[config.mk]
export PLATFORM = sky130hd
export DESIGN_NAME = display_scanner
export DESIGN_NICKNAME = d
export VERILOG_FILES = /design/src/rtl/display_scanner.sv
export SDC_FILE = /design/constraint.sdc
export NUM_CORES = 1
export LEC_CHECK = 0
export ABC_AREA = 0
export CAP_MARGIN = 10
export CORE_AREA = 5 5 62 64
export CTS_BUF_LIST = sky130_fd_sc_hd__clkbuf_16
export CTS_CLUSTER_DIAMETER = 30
export DETAILED_ROUTE_END_ITERATION = 12
export DIE_AREA = 0 0 67 69
export GPL_ROUTABILITY_DRIVEN = 0
export PLACE_DENSITY = 0.79
export SLEW_MARGIN = 5
export SYNTH_ARGS = -nofsm -noshare
export SYNTH_HDL_FRONTEND = slang
export SYNTH_SLANG_ARGS = --single-unit
[constraint.sdc]
create_clock -name clk -period 1.9 [get_ports clk]
set_input_delay 0.285 -clock clk [delete_from_list [all_inputs] [get_ports clk]]
set_output_delay 0.285 -clock clk [all_outputs]
set_load 0.01 [all_outputs]
[src/rtl/display_scanner.sv]
// rtl/display_scanner.sv - frame buffer scanner: fetches pixel words and streams them to the display driver
// Also hands the front/back buffer swap to the producer at frame boundaries.
module display_scanner #(
  parameter int DEPTH  = 1024,
  parameter int ADDR_W = 10,
  parameter int DATA_W = 12
) (
  input  logic              clk,
  input  logic              rst_n,
  input  logic              start,
  input  logic              stop,
  input  logic              swap_req,
  output logic              buf_en,
  output logic              swap_en,
  output logic [ADDR_W-1:0] r_addr,
  input  logic [DATA_W-1:0] rdata,
  output logic [DATA_W-1:0] pix_data,
  output logic              pix_valid,
  input  logic              pix_ready,
  output logic              pix_last,
  output logic              busy,
  output logic              overrun
);

  typedef enum logic [2:0] {
    IDLE      = 3'd0,
    FETCH     = 3'd1,
    LOAD      = 3'd2,
    SEND      = 3'd3,
    FRAME_END = 3'd4
  } state_t;

  state_t            state;
  state_t            next_state;
  logic [ADDR_W-1:0] addr_cnt;
  logic              pending;
  logic              stop_lat;
  logic              at_last;
  logic              in_frame_end;

  assign at_last      = (addr_cnt == ADDR_W'(DEPTH - 1));
  assign in_frame_end = (state == FRAME_END);

  always_ff @(posedge clk or negedge rst_n) begin
    if (!rst_n) state <= IDLE;
    else        state <= next_state;
  end

  always_comb begin
    next_state = state;
    case (state)
      IDLE:      if (start) next_state = FETCH;
      FETCH:     next_state = LOAD;
      LOAD:      next_state = SEND;
      SEND:      if (pix_ready) next_state = at_last ? FRAME_END : FETCH;
      FRAME_END: next_state = (stop_lat || stop) ? IDLE : FETCH;
      default:   next_state = IDLE;
    endcase
  end

  always_comb begin
    buf_en  = (state == FETCH);
    swap_en = in_frame_end && (pending || swap_req);
    busy    = (state != IDLE);
    r_addr  = addr_cnt;
  end

  always_ff @(posedge clk or negedge rst_n) begin
    if (!rst_n) begin
      addr_cnt  <= '0;
      pix_data  <= '0;
      pix_valid <= 1'b0;
      pix_last  <= 1'b0;
    end else begin
      case (state)
        IDLE: if (start) addr_cnt <= '0;
        LOAD: begin
          pix_data  <= rdata;
          pix_valid <= 1'b1;
          pix_last  <= at_last;
        end
        SEND: if (pix_ready) begin
          pix_valid <= 1'b0;
          pix_last  <= 1'b0;
          if (!at_last) addr_cnt <= addr_cnt + 1'b1;
        end
        FRAME_END: addr_cnt <= '0;
        default: ;
      endcase
    end
  end

  // A swap_req landing in the FRAME_END cycle is consumed by that cycle's swap.
  always_ff @(posedge clk or negedge rst_n) begin
    if (!rst_n) begin
      pending  <= 1'b0;
      overrun  <= 1'b0;
      stop_lat <= 1'b0;
    end else begin
      pending <= (pending || swap_req) && !in_frame_end;
      if (swap_req && pending && !in_frame_end) overrun <= 1'b1;
      if (in_frame_end && next_state == IDLE)   stop_lat <= 1'b0;
      else if (stop && state != IDLE)           stop_lat <= 1'b1;
    end
  end

endmodule
---- After elaboration in Yosys (flattened, before gate mapping) ----
Index checks and enable logic that the tools add are counted.
word-level totals
  flip-flop bits (word level) ............. 30
  input port bits ......................... 18
  output and inout bits ................... 28
  logic and storage cells ................. 48
operators by class
  add/sub/neg operators ................... 1
  equal/unequal tests ..................... 8
  multiplexer cells ....................... 14
  reduce and logical (&&, ||, !) cells .... 17
operator list
  operator               count
  $mux 10                3
  $pmux 10 s3            1
  $pmux 3 s5             1
  $add 10x1->10 const B  1
  $eq 10x10->1 const B   1
  $mux 3                 3
  $eq 3x2->1 const B     2
  $logic_and 1x1->1      6
  $logic_not 3->1        2
  $ne 2x2->1 const B     3
  $reduce_bool 3->1      2
  $mux 1                 4
  $pmux 1 s2             2
  $reduce_and 4->1       1
  $reduce_bool 2->1      2
  $eq 3x1->1 const B     1
  $eq 3x3->1 const B     1
  $logic_or 1x1->1       2
  $reduce_and 2->1       1
  $logic_not 1->1        1

---- Logic depth before layout (Yosys ltp) ----
  depth after elaboration ................. 7
  mapped depth ............................ 5
  gate-level depth less buffers ........... 5

---- Worst setup path before layout ----
OpenSTA, ideal clock, no wires.
  path kind ............................... reg2reg
  start point ............................. reg addr_cnt[0] (netlist: r_addr[0])
  end point ............................... reg state[0]
  setup time .............................. 0.126 ns
  arrival time ............................ 1.585 ns
  required time ........................... 1.774 ns
  setup slack ............................. 0.189 ns
  stages on the path, launching flop included .. 5
  buffers on the path ..................... 0
  period minus slack after synthesis ...... 1.711 ns
  cells stage by stage .................... dfrtp_1 -> ha_1 -> nand3_1 -> or3_1 -> a221o_1
on the way
  word-level cells in the longest chain between the ends .. 4
ends and longest elaborated chain
  what                     RTL line  text
  from (decl)              35        logic [ADDR_W-1:0] addr_cnt;
  from (signal assigned)   85        if (!at_last) addr_cnt <= addr_cnt + 1'b1;
  $eq 10x10->1             41        assign at_last = (addr_cnt == ADDR_W'(DEPTH - 1));
  $mux 3 (2 in a row)      55        SEND: if (pix_ready) next_state = at_last ? FRAME_END : FETCH;
  $pmux 3 s5               51        case (state)
  named net next_state[0]  34        state_t next_state;
  to (signal assigned)     46        else state <= next_state;
  to (decl)                33        state_t state;
The timed path passes the listed nets, and every way through them passes these cells.
A chain may end at the register's enable or synchronous reset.

---- Final worst setup path ----
  start point ............................. reg state[1]
  end point ............................... out buf_en
on the way
  word-level cells in the longest chain between the ends .. 1
ends and longest elaborated chain
  what        RTL line  text
  $eq 3x1->1  62        buf_en = (state == FETCH);
  to (decl)   13        output logic buf_en,
No other way between the ends.

==> run_results.csv <==
group,metric,value,unit
logic_synthesis,synth_ff_type,"dfrtp_1",
critical_path,cpMaxStageDelayCell,"clkdlybuf4s50_1",
final_layout,drive_gt1_share,24.6,%
grt,antenna_found_initial,0,
clock_tree,cts_tree,"yes",
logic_synthesis,synth.most_common_cell,"dfrtp_1",
die,core_region_area,0.00323,mm2
grt,met3_track_usage_gr,8.28,%
routing,vias_per_inst,5.46,
final_layout,flow.area_growth_from_synthesis,53.6,%
die,initial_utilization,43.3,%
worst_hold_path,worst_hold_path_type,"input pin to asynchronous set/reset pin",
clock_tree,cts.hold.buffers_added,0,
critical_path,critical_path.n_buffers_inverters,2,
final_layout,diodes,0,
routing,detail_route.drc_violations,0,
logic_synthesis,synth.net_count,141,
logic_synthesis,synth_sequential_area_ratio,53.6,%
clock_tree,clk_path_buf_depth,2,
grt,grt_first_pass_wirelength,5900,um
pwr,powerDensity,1470,mW/mm2
logic_synthesis,muxShareOfSynthArea,11.1,%
clock_tree,clkSlewWorstSetupHoldPaths,50,ps
clock_tree,clk_latency,280,ps
grt,grt_pass1_vias,1270,
pwr,power.leakage,0.870,nW
die,design.portCount,46,
grt,grt_start_max_net_pins,31,
logic_synthesis,post_synth_and_or_nand_nor_area_fraction,19.4,%
logic_synthesis,synthesized_flop_and_latch_total,30,
critical_path,critPathTopFamily,"buffers and inverters",
routing,postRouteWirelength,3720,um
logic_synthesis,ys_top_cells_by_count,"dfrtp_1 (30), mux2_2 (12), nand2_1 (10)",
grt,track_usage,16.8,%
clock_tree,cts.sink_count,30,
grt,grtUsageMet2,26.3,%
sta,relSlewSlack,61.1,%
grt,grt_busiest_layer,"met2",
logic_synthesis,synthAdderAreaFrac,0.894,%
logic_synthesis,synth_warnings,0,
grt,met1_track_demand_over_resource_in_global_routing,18.7,%
die,die-width,67,um
critical_path,criticalPathCategory,"flip-flop to output pin",
routing,initialDrtViolationCount,58,
sta,finalClockSkew,2.51,ps
critical_path,critical_path_arrival,1550,ps
sta,final.period_utilization,96.6,%
pwr,irDropWorstVdd,0.959,mV
die,core.rowCount,21,
routing,wire_per_inst,16.2,um
pwr,power.total,3.16,mW
logic_synthesis,combinational_family_with_the_most_area_after_synthesis,"simple AND/OR/NAND/NOR gates",
sta,unrepaired_setup_endpoints_after_global_routing,"false",
sta,fmax,0.545,GHz
critical_path,worst_setup_path_end_kind,"output pin",
critical_path,timing.critical_path.required,1620,ps
place,port_buffers,45,
logic_synthesis,syn_inst,122,
outcome,outcome,"finished, final reports clean",
sta,final_max_slew_viol_count,0,
critical_path,worst_setup_path_start_kind,"flip-flop",
final_layout,final_core_util,66.6,%
logic_synthesis,synth_cell_type_count,38,
flow_run,maxCapViolCount,0,
logic_synthesis,avgSynthCellArea,11.5,um2
logic_synthesis,synth-compound-area-share,12.8,%
sta,timing.final.hold_violations,0,
routing,antenna_violating_nets_post_route,0,
clock_tree,htree_num_levels,2,
sta,report.final.setup_viol,0,
logic_synthesis,cell_types_with_the_largest_area_share_after_synthesis,"dfrtp_1 (54%), mux2_2 (9.7%), o31ai_1 (3.2%)",
logic_synthesis,synthesis.area,0.00140,mm2
logic_synthesis,top_area_cell_type_share_of_the_netlist_area,53.6,%
logic_synthesis,async_flop_share,100,%
final_layout,layout.nets,201,
logic_synthesis,synth.largest_area_cell,"dfrtp_1",
place,dp.final_hpwl,2490,um
critical_path,crit_chain,"inv_1 -> and3_1 -> clkdlybuf4s50_1",
logic_synthesis,synthXorXnorAreaFrac,0,%
critical_path,worstPathMaxFanout,7,
clock_tree,cts_root_buf,"clkbuf_16",
grt,globalRoute.totalOverflow,0,
clock_tree,cts_buffers,5,
sta,tightestPinTransition,584,ps
logic_synthesis,synth_enable_flop_cells,0,
routing,detail_route.first_pass.iterations,4,
sta,final.min_clock_period,1840,ps
die,die_area,0.00462,mm2
critical_path,slowest_delay,540,ps
die,y_dimension_of_the_die,69,um
routing,detailroute.via_count,1251,
-- worst reg2reg max path, stage by stage (launching register included) --
cell and delay [ps]:
dfrtp_2 440, buf_4 150, and3b_1 290, nand2_1 250, o311ai_0 380, o31ai_1 120
-- registers in the layout (all words and copies together), names as in the netlist --
signal / count
overrun: 1
pending: 1
pix_data: 12
pix_last: 1
pix_valid: 1
r_addr: 10
state: 3
stop_lat: 1
-- path summary, 6_finish.rpt --
path                           from        end  slack (ps)  cells past startpoint
setup / recovery           state[1]     buf_en          60                      3
hold / removal                rst_n  r_addr[7]         390                      2
setup reg to reg           state[2]  r_addr[7]         140                      5
hold reg to reg             overrun    overrun         480                      1
max in group asynchronous     rst_n   state[2]        1210                      2
min in group clk            overrun    overrun         480                      1
-- through the flow --
stage	hold slack [ps]	instance area, um2	worst slack (ps)	setup TNS, ps	std cells
2_1_floorplan	-10.6	1400	189	0	122
3_3_place_gp	458	1930	118	0	216
3_5_place_dp	467	1930	-11.4	-11.4	216
4_1_cts	405	2110	32.6	0	224
5_1_grt	428	2150	8.32	0	229
6_report	392	2150	64.1	0	229
-- what timing repair did --
item,4_1_cts,5_1_grt
pin swaps,0,1
setup endpoints to repair,3,5
gates resized for setup,5,2
endpoints found under the hold margin,0,0
buffers inserted,0,5
gates cloned,0,0
-- logic make-up (layout without fill, tap and decap cells) --
group           count (synthesis)  after routing
flops                          30             30
buf+inv                         6             67
simple gates                   44             44
fa+ha+maj                       1              1
compound gates                 27             27
mux                            14             14
-- power breakdown --
| group | internal, mW | leakage, nW | total, mW | switching [mW] |
|---|---|---|---|---|
| combinational | 0.690 | 0.436 | 1.22 | 0.532 |
| clock | 0.617 | 0.0760 | 0.905 | 0.288 |
| sequential | 0.857 | 0.358 | 1.03 | 0.176 |
-- final cells by class --
| type | instances | area [um2] |
|---|---|---|
| fill | 252 | 1080 |
| sequential | 30 | 754 |
| multi-input combinational | 86 | 623 |
| timing repair buffer | 56 | 534 |
| clock buffer | 5 | 125 |
| tap | 46 | 57.6 |
| clock inverter | 3 | 45.0 |
| inverter | 3 | 11.3 |
-- layer usage --
layer / routed length [um] / part of all wire [%] / up-vias
li1: - / - / 572
met1: 1450 / 39 / 611
met2: 1810 / 49 / 58
met3: 371 / 10 / 10
met4: 89 / 2.4 / 0
met5: 0 / 0 / -
-- placed cells by master (no fill, tap or decap), types with 2 or more instances in the layout --
cell,n
mux2i_1,2
dfrtp_2,3
nand2_1,10
o21ai_0,5
o31ai_1,6
or2_2,2
a21oi_1,5
nor2_1,6
inv_1,3
mux2_2,12
clkdlybuf4s50_1,43
nor3_1,2
and3_1,3
clkinvlp_4,2
dfrtp_1,27
dlygate4sd2_1,2
o311ai_0,4
nand3_1,5
o21ai_1,2
buf_4,10
clkbuf_16,5
Power figures use the tool's default switching activity.
